[config.mk]
export PLATFORM = sky130hd
export DESIGN_NAME = seq_udiv_flat
export DESIGN_NICKNAME = d
export VERILOG_FILES = /design/src/rtl/seq_udiv_pkg.sv /design/src/rtl/seq_udiv_if.sv /design/src/rtl/seq_udiv_ripple_sub.sv /design/src/rtl/seq_udiv.sv /design/src/flat_wrapper.sv
export SDC_FILE = /design/constraint.sdc
export NUM_CORES = 1
export LEC_CHECK = 0
export ABC_AREA = 1
export CAP_MARGIN = 40
export CORE_UTILIZATION = 52
export CTS_BUF_LIST = sky130_fd_sc_hd__clkbuf_4 sky130_fd_sc_hd__clkbuf_8
export CTS_CLUSTER_DIAMETER = 50
export DETAILED_ROUTE_END_ITERATION = 12
export PLACE_DENSITY = 0.82
export SETUP_SLACK_MARGIN = 0.2
export SLEW_MARGIN = 10
export SYNTH_ARGS = -nofsm -noshare
export SYNTH_HDL_FRONTEND = slang
export SYNTH_HIERARCHICAL = 1
export SYNTH_SLANG_ARGS = --single-unit
[constraint.sdc]
create_clock -name clock -period 5.49 [get_ports clock]
set_input_delay 1.3725 -clock clock [delete_from_list [all_inputs] [get_ports clock]]
set_output_delay 1.3725 -clock clock [all_outputs]
set_load 0.02 [all_outputs]
[src/rtl/seq_udiv_pkg.sv]
// Shared definitions for the sequential unsigned divider: FSM state encoding and default width.
package seq_udiv_pkg;

    typedef enum logic [1:0] {
        IDLE = 2'd0,
        BUSY = 2'd1,
        DONE = 2'd2
    } state_t;

    localparam int unsigned DEFAULT_W = 8;

endpackage

[src/rtl/seq_udiv_if.sv]
// Request/response handshake bundle for seq_udiv; master is the requester, slave is the divider.
interface seq_udiv_if
    import seq_udiv_pkg::*;
#(
    parameter int unsigned W = DEFAULT_W
) ();

    logic         in_valid;
    logic         in_ready;
    logic [W-1:0] in_dividend;
    logic [W-1:0] in_divisor;
    logic         out_valid;
    logic         out_ready;
    logic [W-1:0] out_quotient;
    logic [W-1:0] out_remainder;
    logic         out_div_zero;

    modport master (
        output in_valid, in_dividend, in_divisor, out_ready,
        input  in_ready, out_valid, out_quotient, out_remainder, out_div_zero
    );

    modport slave (
        input  in_valid, in_dividend, in_divisor, out_ready,
        output in_ready, out_valid, out_quotient, out_remainder, out_div_zero
    );

endinterface

[src/rtl/seq_udiv_ripple_sub.sv]
// Ripple-borrow subtractor built from full-subtractor cells; borrow-in is tied to zero.
module ripple_sub
    import seq_udiv_pkg::*;
#(
    parameter int unsigned N = DEFAULT_W + 1
) (
    input  logic [N-1:0] a,
    input  logic [N-1:0] b,
    output logic [N-1:0] diff,
    output logic         borrow_out
);

    logic [N:0] borrow;

    always_comb begin
        borrow = '0;
        diff   = '0;
        for (int unsigned i = 0; i < N; i++) begin
            diff[i]       = a[i] ^ b[i] ^ borrow[i];
            borrow[i + 1] = (~a[i] & b[i]) | (~(a[i] ^ b[i]) & borrow[i]);
        end
    end

    assign borrow_out = borrow[N];

endmodule

[src/rtl/seq_udiv.sv]
// Iterative restoring unsigned divider: one quotient bit per cycle, W BUSY cycles per operation.
module seq_udiv
    import seq_udiv_pkg::*;
#(
    parameter int unsigned W = DEFAULT_W
) (
    input logic      clock,
    input logic      reset,
    seq_udiv_if.slave bus
);

    localparam int unsigned CNT_W = $clog2(W) + 1;

    state_t           state;
    logic [W-1:0]     q;
    logic [W-1:0]     r;
    logic [W-1:0]     d;
    logic [CNT_W-1:0] cnt;
    logic             dz;
    logic             in_ready_q;
    logic             out_valid_q;

    logic [W:0]       t;
    logic [W:0]       diff;
    logic             borrow;
    logic             unused_diff_msb;

    // Partial remainder shifted left with the next dividend bit brought in from q.
    assign t = {r, q[W-1]};

    ripple_sub #(.N(W + 1)) u_sub (
        .a          (t),
        .b          ({1'b0, d}),
        .diff       (diff),
        .borrow_out (borrow)
    );

    // When no borrow occurs diff < d, so its top bit is always zero.
    assign unused_diff_msb = diff[W];

    always_ff @(posedge clock) begin
        if (reset) begin
            state       <= IDLE;
            q           <= '0;
            r           <= '0;
            d           <= '0;
            cnt         <= '0;
            dz          <= 1'b0;
            in_ready_q  <= 1'b1;
            out_valid_q <= 1'b0;
        end else begin
            case (state)
                IDLE: begin
                    if (bus.in_valid && in_ready_q) begin
                        q          <= bus.in_dividend;
                        r          <= '0;
                        d          <= bus.in_divisor;
                        cnt        <= CNT_W'(W - 1);
                        dz         <= (bus.in_divisor == '0);
                        in_ready_q <= 1'b0;
                        state      <= BUSY;
                    end
                end
                BUSY: begin
                    q   <= {q[W-2:0], ~borrow};
                    r   <= borrow ? t[W-1:0] : diff[W-1:0];
                    cnt <= cnt - CNT_W'(1);
                    if (cnt == '0) begin
                        out_valid_q <= 1'b1;
                        state       <= DONE;
                    end
                end
                DONE: begin
                    if (bus.out_ready) begin
                        out_valid_q <= 1'b0;
                        in_ready_q  <= 1'b1;
                        state       <= IDLE;
                    end
                end
                default: begin
                    out_valid_q <= 1'b0;
                    in_ready_q  <= 1'b1;
                    state       <= IDLE;
                end
            endcase
        end
    end

    assign bus.in_ready      = in_ready_q;
    assign bus.out_valid     = out_valid_q;
    assign bus.out_quotient  = q;
    assign bus.out_remainder = r;
    assign bus.out_div_zero  = dz;

endmodule

[src/flat_wrapper.sv]
// flat-port wrapper written by rule: the top's interface ports become plain ports
module seq_udiv_flat import seq_udiv_pkg::*;
#(
    parameter int unsigned W = DEFAULT_W
)
  (clock, reset, bus_in_valid, bus_in_dividend, bus_in_divisor, bus_out_ready, bus_in_ready, bus_out_valid, bus_out_quotient, bus_out_remainder, bus_out_div_zero);
  seq_udiv_if #(.W(W)) bus_i ();
  input logic clock;
  input logic reset;
  input wire logic [$bits(bus_i.in_valid)-1:0] bus_in_valid;
  input wire logic [$bits(bus_i.in_dividend)-1:0] bus_in_dividend;
  input wire logic [$bits(bus_i.in_divisor)-1:0] bus_in_divisor;
  input wire logic [$bits(bus_i.out_ready)-1:0] bus_out_ready;
  output wire logic [$bits(bus_i.in_ready)-1:0] bus_in_ready;
  output wire logic [$bits(bus_i.out_valid)-1:0] bus_out_valid;
  output wire logic [$bits(bus_i.out_quotient)-1:0] bus_out_quotient;
  output wire logic [$bits(bus_i.out_remainder)-1:0] bus_out_remainder;
  output wire logic [$bits(bus_i.out_div_zero)-1:0] bus_out_div_zero;
  assign bus_i.in_valid = bus_in_valid;
  assign bus_i.in_dividend = bus_in_dividend;
  assign bus_i.in_divisor = bus_in_divisor;
  assign bus_i.out_ready = bus_out_ready;
  assign bus_in_ready = bus_i.in_ready;
  assign bus_out_valid = bus_i.out_valid;
  assign bus_out_quotient = bus_i.out_quotient;
  assign bus_out_remainder = bus_i.out_remainder;
  assign bus_out_div_zero = bus_i.out_div_zero;
  seq_udiv #(.W(W)) u_core (.clock(clock), .reset(reset), .bus(bus_i));
endmodule
==> results of run 1 <==
==> per-layer routing <==
layer / wire [um] / share of wire [%]
met5: 0 / 0
met3: 147 / 4.0
met1: 1682 / 46
met2: 1743 / 48
met4: 83 / 2.3
==> layout make-up <==
| type | instances | area share, % |
|---|---|---|
| multi-input cells | 156 | 39.22 |
| flip-flops and latches | 33 | 30.86 |
| inverters | 39 | 6.838 |
| clock buffers | 7 | 2.747 |
| well taps | 44 | 2.572 |
| repair buffers | 38 | 17.77 |
==> flip-flops by register name, summed over array words and instances, names as in the netlist <==
name,count
u_core/bus.out_remainder,8
u_core/bus.in_ready,1
u_core/bus.out_div_zero,1
u_core/cnt,4
u_core/bus.out_valid,1
u_core/bus.out_quotient,8
u_core/state,2
u_core/d,8
==> stage by stage <==
step / setup slack, ps / hold WS, ps / std cells / power (mW)
after floorplan: 1456 / 452.7 / 237 / 0.5411
after global placement: 1525 / 452.4 / 310 / 0.6198
after detailed placement: 1412 / 456.0 / 310 / 0.6288
after CTS: 1385 / 472.5 / 317 / 0.7750
after global routing: 1049 / 479.9 / 317 / 0.8372
final: 1373 / 474.1 / 317 / 0.7705
==> synth_stat cells <==
master / number
a21oi_1: 25
nor2_1: 46
buf_4: 3
nand3_1: 12
nor3_1: 2
conb_1: 1
clkbuf_1: 3
nor2_2: 2
buf_2: 1
inv_1: 36
or2_2: 3
nand2_1: 32
ha_1: 2
o211ai_1: 3
o21ai_0: 10
inv_2: 3
nand3_2: 1
o21ai_1: 6
nand2_2: 3
dfxtp_1: 33
fa_1: 8
buf_6: 2
==> cell families (layout without fill, tap and decap cells) <==
group	count (synthesis)	after routing
AND/OR/NAND/NOR	101	101
buffers and inverters	48	84
AO/OA/AOI/OAI	44	44
flip-flops	33	33
adder cells (fa/ha/maj)	10	10
other	1	1
==> worst max path at each step <==
stage	to	slack, ps	cells after the start
2_1_floorplan	u_core/bus.out_remainder[1]	1460	18
3_5_place_dp	u_core/bus.out_remainder[3]	1410	17
6_report	u_core/bus.out_remainder[3]	1370	17
5_1_grt	u_core/bus.out_remainder[3]	1050	17
3_3_place_gp	u_core/bus.out_remainder[6]	1520	18
4_1_cts	u_core/bus.out_remainder[3]	1380	17
==> tightest hold or removal path, delay by kind of cell (launching register included) <==
kind,cells,cell delay (ps)
DFF,1,320
and+or+nand+nor,1,60
AOI/OAI and AO/OA,1,60
==> power groups by stage <==
stage                     combinational (mW)  sequential [mW]  clock (mW)
after floorplan                        0.207            0.334           0
after detailed placement               0.311            0.318           0
after global placement                 0.303            0.317           0
after CTS                              0.312            0.313       0.150
after global routing                   0.359            0.319       0.159
final                                  0.313            0.312       0.145
==> insert_results.sql, run 1 <==
INSERT INTO impl_metrics (metric_group, metric, value, unit) VALUES
('worst_setup_path', 'critical-path-top-delay-family', 'adder cells', ''),
('synth', 'synth-seq-cells', '33', ''),
('worst_setup_path', 'setup.worst_path.start', 'u_core/bus.out_quotient[7]', ''),
('global_route', 'antenna_violations_before_repair', '0', ''),
('synth', 'synth_simple_gate_area_share', '24.76', '%'),
('final_layout', 'final_core_util', '69.55', '%'),
('worst_setup_path', 'worst_path_max_delay_cell', 'fa_1', ''),
('clock_tree', 'clock_insertion_delay_worst_skew', '340', 'ps'),
('synth', 'adder_cell_fraction_of_synth_area', '10.84', '%'),
('floorplan', 'die_area', '3518', 'sq um'),
('worst_setup_path', 'crit_path_end_kind', 'register', ''),
('global_route', 'layer_with_the_highest_usage', 'met2', ''),
('synth', 'yosysTopAreaCellShare', '38.68', '%'),
('status', 'status', 'finished, final reports clean', ''),
('worst_setup_path', 'timing.rr.start', 'u_core/bus.out_quotient[7]', ''),
('synth', 'mean_syn_cell_area', '7.206', 'sq um'),
('floorplan', 'placeable_area', '3078', 'sq um'),
('pwr', 'power.density_cell_area', '359.9', 'nW/um^2'),
('worst_hold_path', 'number_of_cells_traversed_by_the_worst_hold_path', '2', ''),
('sta', 'final.period_utilization', '74.99', '%'),
('pwr', 'sequentialPowerShare', '40.6', '%'),
('final_layout', 'area_growth', '25.35', '%'),
('clock_tree', 'cts_made_buffers', '5', ''),
('synth', 'combinational_family_with_the_most_area_after_synthesis', 'simple AND/OR/NAND/NOR gates', ''),
('clock_tree', 'cts.reportedPaths.clkPinSlew', '100', 'ps'),
('worst_setup_path', 'capture_instance_of_the_worst_register_to_register_path', 'u_core/bus.out_remainder[3]', ''),
('floorplan', 'fp.dieH', '59.31', 'um'),
('placement', 'dp_hpwl', '2683', 'um'),
('clock_tree', 'postCtsSetupRepairBufs', '0', ''),
('placement', 'placement.cell_area', '2082', 'sq um'),
('pwr', 'cellInternalPower', '473.9', 'uW'),
('global_route', 'first_global_vias', '1440', ''),
('final_layout', 'final_antenna_diode_count', '0', ''),
('routing', 'final_antenna_net_count', '0', ''),
('worst_setup_path', 'path_common_cell', 'fa_1', ''),
('worst_hold_path', 'hold_path_sink', 'u_core/bus.out_div_zero', ''),
('pwr', 'power.switching', '296.6', 'uW'),
('synth', 'synth-warning-count', '6', ''),
('global_route', 'grt_use_total', '24.06', '%'),
('floorplan', 'die_w', '59.31', 'um'),
('final_layout', 'layout.area.seq', '660.6', 'sq um'),
('worst_setup_path', 'crit_required', '5740', 'ps'),
('routing', 'num_vias', '1563', ''),
('sta', 'period_minus_slack', '4117', 'ps'),
('final_layout', 'drive_gt1_share', '6.960', '%'),
('placement', 'numPortBuffers', '38', ''),
('pwr', 'pwr-share-comb', '40.6', '%'),
('floorplan', 'top_level_ports', '39', ''),
('clock_tree', 'tritoncts', 'yes', ''),
('final_layout', 'area_of_combinational_cells_with_multiple_inputs', '839.6', 'sq um'),
('final_layout', 'final_design_area_no_fill', '2141', 'sq um'),
('job', 'max_cap_viol_count', '0', ''),
('routing', 'finalWirelength', '3657', 'um'),
('global_route', 'maximum_number_of_pins_on_one_net_before_global_route_repair', '26', ''),
('worst_setup_path', 'path_max_fanout', '10', ''),
('sta', 'worst_slew_margin_rel', '50.47', '%'),
('routing', 'drt_first_pass_iters', '4', ''),
('synth', 'synth_top_cell_by_area', 'dfxtp_1', ''),
('worst_setup_path', 'critical_path_class', 'reg -> reg', ''),
('sta', 'setup_tns', '0', 'ps'),
('placement', 'place_congestion', '0.8088', ''),
('sta', 'fmaxAchievable', '242.9', 'MHz'),
('routing', 'detailedRoute.firstIterationViolations', '64', ''),
('synth', 'synth.net_count', '267', ''),
('pwr', 'power_leakage', '0.8959', 'nW'),
('clock_tree', 'clockBufferDepth', '2', ''),
('clock_tree', 'number_of_hold_buffers_added_after_cts', '0', ''),
('global_route', 'globalRouteMet2Util', '39.65', '%'),
('pwr', 'power.share.switching', '38.50', '%'),
('pwr', 'clock_power_share', '18.8', '%'),
('worst_setup_path', 'timing.critical_path.arrival', '4370', 'ps');
No activity file was read; power rests on OpenSTA's default activity.
==> run 2: changes to the inputs <==
- clock period: 5.49 -> 3.95 ns (I/O delays scaled with it)
==> run 2 against run 1 <==
Net effect: maximum frequency grew 10%; combinational power grew 49%; global-route usage grew 0.26 points; design area grew 3.9%; sequential share of layout area shrank 0.98 points; worst setup slack lost 1200 ps; utilization grew 2.7 points; critical path type unchanged; largest cell class unchanged.
==> insert_results.sql, run 2 (synthesis results as in run 1) <==
INSERT INTO impl_metrics (metric_group, metric, value, unit) VALUES
('sta', 'fmaxAchievable', '267.1', 'MHz'),
('clock_tree', 'cts_root_buffer', 'clkbuf_4', ''),
('worst_setup_path', 'setup.worst_path.start_class', 'register', ''),
('sta', 'finalClockSkew', '10.28', 'ps'),
('worst_setup_path', 'path_common_cell', 'fa_2', ''),
('floorplan', 'die_w', '59.31', 'um'),
('worst_setup_path', 'cp_slowest_stage_delay', '360', 'ps'),
('global_route', 'maximum_number_of_pins_on_one_net_before_global_route_repair', '26', ''),
('sta', 'final.period_utilization', '94.78', '%'),
('sta', 'rsz_0062_raised_after_global_routing', 'true', ''),
('final_layout', 'final_core_util', '72.24', '%'),
('global_route', 'grt_use_total', '24.32', '%'),
('global_route', 'grt_overflow_total', '0', ''),
('pwr', 'vdd_drop_max', '0.0003339', 'V'),
('floorplan', 'initial_utilization', '55.49', '%'),
('job', 'max_cap_viol_count', '0', ''),
('final_layout', 'drive_gt1_share', '11.96', '%'),
('placement', 'placement.cell_area', '2103', 'sq um'),
('routing', 'finalWirelength', '3890', 'um'),
('routing', 'num_vias', '1577', ''),
('worst_hold_path', 'min_path_type', 'reg -> reg', ''),
('final_layout', 'area_growth', '30.18', '%'),
('pwr', 'power_leakage', '0.9179', 'nW'),
('clock_tree', 'tritoncts_num_sinks', '33', ''),
('clock_tree', 'clockBufferDepth', '2', ''),
('floorplan', 'placeable_area', '3078', 'sq um'),
('final_layout', 'top_library_cells_by_usage_in_the_layout_fill_and_taps_aside', '46 x nor2_1, 38 x clkdlybuf4s50_1, 33 x inv_1, 32 x nand2_1, 32 x dfxtp_1', ''),
('sta', 'period_minus_slack', '3744', 'ps'),
('sta', 'worst_slew_margin_rel', '57.32', '%'),
('clock_tree', 'cts.reportedPaths.clkPinSlew', '100', 'ps'),
('sta', 'worst_slack', '206.3', 'ps'),
('worst_setup_path', 'path_max_fanout', '10', ''),
('worst_setup_path', 'critical_path.cell_chain', 'inv_1 -> ha_1 -> inv_1 -> fa_1 -> inv_1 -> fa_2 -> fa_2 -> fa_2 -> fa_2 -> fa_2 -> fa_2 -> inv_2 -> fa_2 -> inv_4 -> nor2_1 -> nor2_1 -> o21ai_1 -> a21oi_1', ''),
('final_layout', 'layout_commonest_cell', 'nor2_1', ''),
('routing', 'detailedRoute.firstIterationViolations', '108', ''),
('floorplan', 'fp.dieH', '59.31', 'um'),
('sta', 'setup_tns', '0', 'ps'),
('placement', 'numPlacedInstances', '311', ''),
('worst_setup_path', 'crit_required', '4180', 'ps'),
('sta', 'report.final.slew_viol_count', '0', ''),
('pwr', 'total_power', '1.216', 'mW'),
('clock_tree', 'clock_insertion_delay_worst_skew', '340', 'ps'),
('pwr', 'power.density_cell_area', '546.9', 'nW/um^2'),
('clock_tree', 'tritoncts', 'yes', ''),
('final_layout', 'final_design_area_no_fill', '2223', 'sq um'),
('sta', 'final.hold.worst_slack', '471.2', 'ps'),
('routing', 'drt_first_pass_iters', '4', ''),
('global_route', 'wire_length_of_the_first_global_routing_pass', '6216', 'um'),
('clock_tree', 'cts_made_buffers', '5', ''),
('global_route', 'first_global_vias', '1405', ''),
('placement', 'place_congestion', '0.7927', ''),
('worst_setup_path', 'critical_path_class', 'reg -> reg', ''),
('placement', 'numPortBuffers', '38', ''),
('routing', 'routedWlPerCell', '12.16', 'um'),
('routing', 'post_drt_via_cell_ratio', '4.928', ''),
('sta', 'report.final.hold_viol_count', '0', ''),
('placement', 'dp_hpwl', '2722', 'um'),
('floorplan', 'placementRows', '20', ''),
('clock_tree', 'htree_num_levels', '2', ''),
('floorplan', 'die_area', '3518', 'sq um'),
('worst_setup_path', 'timing.critical_path.arrival', '3970', 'ps'),
('final_layout', 'layoutNonFillerInstCount', '320', ''),
('status', 'status', 'finished, final reports clean', ''),
('routing', 'detail_route.drc_violations', '0', ''),
('sta', 'timing.final.setup_violations', '0', ''),
('placement', 'worst_slack_at_placement', '21.01', 'ps'),
('global_route', 'antenna_violations_before_repair', '0', ''),
('final_layout', 'final_antenna_diode_count', '0', ''),
('worst_setup_path', 'crit_path_end_kind', 'register', ''),
('clock_tree', 'number_of_hold_buffers_added_after_cts', '0', ''),
('sta', 'worst_slew_pin_slew', '639.6', 'ps'),
('routing', 'final_antenna_net_count', '0', ''),
('floorplan', 'top_level_ports', '39', ''),
('final_layout', 'layout.nets', '305', ''),
('worst_setup_path', 'worst_path_max_delay_cell', 'dfxtp_4', '');
-- run 2: cell types whose count changed in the layout (fill, tap and decap cells not counted), sizes merged --
cell and change:
buf +2, bufinv +2, clkbuf -2, clkinv +1
-- run 2: worst max-delay path, delay by kind of cell (launching register included) --
family / cells / cell delay [ps]
simple gates: 2 / 150
buf+inv: 5 / 310
flops: 1 / 360
compound gates: 2 / 190
fa+ha+maj: 9 / 2640
-- run 2: power breakdown --
| part | switching, mW | internal, mW | total (mW) |
|---|---|---|---|
| clock | 0.122 | 0.196 | 0.318 |
| sequential | 0.0448 | 0.389 | 0.434 |
| combinational | 0.271 | 0.194 | 0.465 |
| total | 0.437 | 0.779 | 1.22 |
-- run 2: timing repair --
| item | in CTS | in global routing |
|---|---|---|
| setup buffers | 1 | 0 |
| resized for setup | 7 | 3 |
| cloned | 0 | 0 |
| endpoints found under the setup margin | 9 | 9 |
| pin swaps | 1 | 1 |
-- run 2: final timing paths --
| kind | from | end | slack (ps) | cells past startpoint |
|---|---|---|---|---|
| setup / recovery | u_core/bus.out_quotient[7] | u_core/bus.out_remainder[7] | 210 | 18 |
| hold / removal | u_core/bus.out_valid | u_core/bus.out_valid | 470 | 2 |
| setup reg to reg | u_core/bus.out_quotient[7] | u_core/bus.out_remainder[7] | 210 | 18 |
| hold reg to reg | u_core/bus.out_valid | u_core/bus.out_valid | 470 | 2 |
-- run 2: layout make-up --
| class | count | area (sq um) |
|---|---|---|
| Fill cell | 275 | 854.6 |
| Tap cell | 44 | 55.05 |
| Inverter | 39 | 148.9 |
| Clock buffer | 5 | 37.54 |
| Clock inverter | 3 | 65.06 |
| Timing Repair Buffer | 40 | 395.4 |
| Multi-Input combinational cell | 156 | 857.1 |
| Sequential cell | 33 | 664.4 |
-- run 2: routing by layer --
metal,vias to the layer above,global-route usage (%),routed length (um)
li1,808,-,-
met4,0,10.54,61
met5,-,0,0
met2,43,40.13,1944
met1,721,30.07,1721
met3,5,5.895,161
==> patch (flow settings as in run 2) <==
Set the package constant `DEFAULT_W` to 16 (it was 8).
--- a/src/rtl/seq_udiv_pkg.sv
+++ b/src/rtl/seq_udiv_pkg.sv
@@ -8,5 +8,5 @@
     } state_t;
 
-    localparam int unsigned DEFAULT_W = 8;
+    localparam int unsigned DEFAULT_W = 16;
 
 endpackage
Interface: changed (resized bus_in_dividend, bus_in_divisor, bus_out_quotient and bus_out_remainder); port bits go from 39 to 71. The function was not compared with the original's and may differ.
==> patch against run 2 <==
  * The run now ends with setup timing left
  * Largest cell class unchanged
  * Sequential share of layout area fell by 0.91 points
  * Design area rose by 81%
  * Critical path depth rose by 9
  * Synthesized area rose by 73%
  * Die area rose by 70%
  * Worst setup slack got worse by 2.9 ns
  * Wire length rose by 84%
  * Power rose by 45%
  * Largest power group is now registers
  * Sequential cell count rose by 25
==> patch: results (changes against run 2) <==
| Metric | Value |
|---|---|
| Hold_ws | 0.473 ns (+0.00179 ns) |
| Non-filler cells, final | 556 (+74%) |
| CTS root buf | clkbuf_8 |
| Met1 WL | 3.11 mm (+80%) |
| DR pass1 iterations | 5 (+1) |
| Worst-path fanout max | 7 (-3) |
| Routed wl met3 | 393 um (+140%) |
| Syn Nets | 456 (+71%) |
| Vias in the first global route | 2,688 (+91%) |
| Final setup violation count | 17 (+17) |
| Worst Hold Class | reg2reg |
| Maximum vdd drop | 0.346 mV (+3.5%) |
| Port Buf Inserts | 70 (+84%) |
| Initial detailed-routing violation count | 228 (+110%) |
| Placed Instances | 539 (+73%) |
| Reg2Reg Launch Point | u_core/bus.out_quotient[15]$_SDFFE_PP0P_ |
| Largest net degree at the start of global routing | 38 (+46%) |
| Failing checks | setup timing |
| Net count, final | 533 (+75%) |
| Critical Path Max Stage Delay | 0.40 ns (+0.04 ns) |
| Highest Signal Layer | met4 |
| GR Util All Layers | 0.256 (+0.0132) |
| Setup TNS | -45.25 ns (-45.25 ns) |
| Hold_sp | u_core/bus.out_div_zero$_SDFFE_PP0P_ |
| Slowest CP cell | fa_2 |
| H-Tree Depth | 3 (+1) |
| Synthesized instance count | 402 (+70%) |
| Clk_skew | 0.00840 ns (-0.00187 ns) |
| Initial antenna violation count | 0 (unchanged) |
| Routed len/inst | 12.9 um (+5.9%) |
| Status | finished with violations |
| FFs w/ async S/R, synth | 0 (unchanged) |
| Layout cells sized above 1 | 0.153 (+0.0333) |
| Yosys warnings | 6 (unchanged) |
| Pleak | 1.58 nW (+72%) |
| Library cells used by synthesis | 22 (unchanged) |
| Number of vias per cell | 5.01 (+1.8%) |
| Area contributors post-synth | dfxtp_1, fa_1, nor2_1 |
| Diode count | 0 (unchanged) |
| Sequential fraction of the synthesis area | 0.393 (+0.00641) |
| Clock transition at path regs | 0.06 ns (-0.04 ns) |
| Commonest cells post-synth | nor2_1, nand2_1, dfxtp_1 |
| M3 GR Usage | 0.0518 (-0.00719) |
| Met2 Usage GRT | 0.419 (+0.0173) |
| Clock Latency Late Sink | about 0.33 ns |
| Setup ws final | -2.69 ns (-2.90 ns) |
| TritonCTS Buffers | 9 (+4) |
| Met1 Track Usage GR | 0.306 (+0.00510) |
| First-pass GRT wire length | 11.9 mm (+91%) |
| Routability cong. | 0.783 (-1.2%) |
| Routed met2 length | 3.41 mm (+75%) |
| Post-DP HPWL | 4.94 mm (+82%) |
[patch: cell type report]
cell class,count,area [um2]
well taps,72,90.1
flip-flops and latches,58,1160
clock buffers,13,160
inverters,53,203
multi-input cells,271,1560
fillers,452,1450
clock inverters,3,15.0
repair buffers,86,826
[patch: cell families (layout without fill, tap and decap cells)]
logic type               count (synthesis)  after routing  share of synthesized area
AO/OA/AOI/OAI                           91             91                      0.168
adder cells (fa/ha/maj)                 18             18                      0.117
buffers and inverters                   73            155                      0.106
flip-flops                              58             58                      0.393
other                                    1              1                    0.00127
AND/OR/NAND/NOR                        161            161                      0.215
[patch: tightest hold or removal path, cell delays in order (launching register included)]
cell and delay, ns:
dfxtp_1 0.31, nand2_1 0.06, a21oi_1 0.06
[patch: final timing paths]
kind	endpoint	depth (start not counted)
hold reg to reg	u_core/bus.out_div_zero$_SDFFE_PP0P_	2
hold / removal	u_core/bus.out_div_zero$_SDFFE_PP0P_	2
setup reg to reg	u_core/bus.out_remainder[12]$_SDFFE_PP0P_	27
setup / recovery	u_core/bus.out_remainder[12]$_SDFFE_PP0P_	27
[patch: per-stage QoR]
step / setup WS (ns) / instance area, um2
after floorplan: -2.56 / 3010
after global placement: -2.60 / 3780
after detailed placement: -2.71 / 3780
after CTS: -2.66 / 4000
after global routing: -2.90 / 4020
final: -2.69 / 4020
[patch: what timing repair did]
action | 4_1_cts | 5_1_grt
hold buffers | 0 | 0
buffers inserted | 0 | 0
hold endpoints to repair | 0 | 0
pin swaps | 8 | 0
setup endpoints to repair | 17 | 17
gates resized for setup | 20 | 8
cloned | 1 | 0
[patch: report_power, final]
group          total, mW  internal [mW]  leakage (nW)  switching [mW]
clock network      0.488          0.263        0.0974           0.226
logic              0.579          0.245          1.01           0.334
registers          0.700          0.649         0.476          0.0512
total               1.77           1.16          1.58           0.611
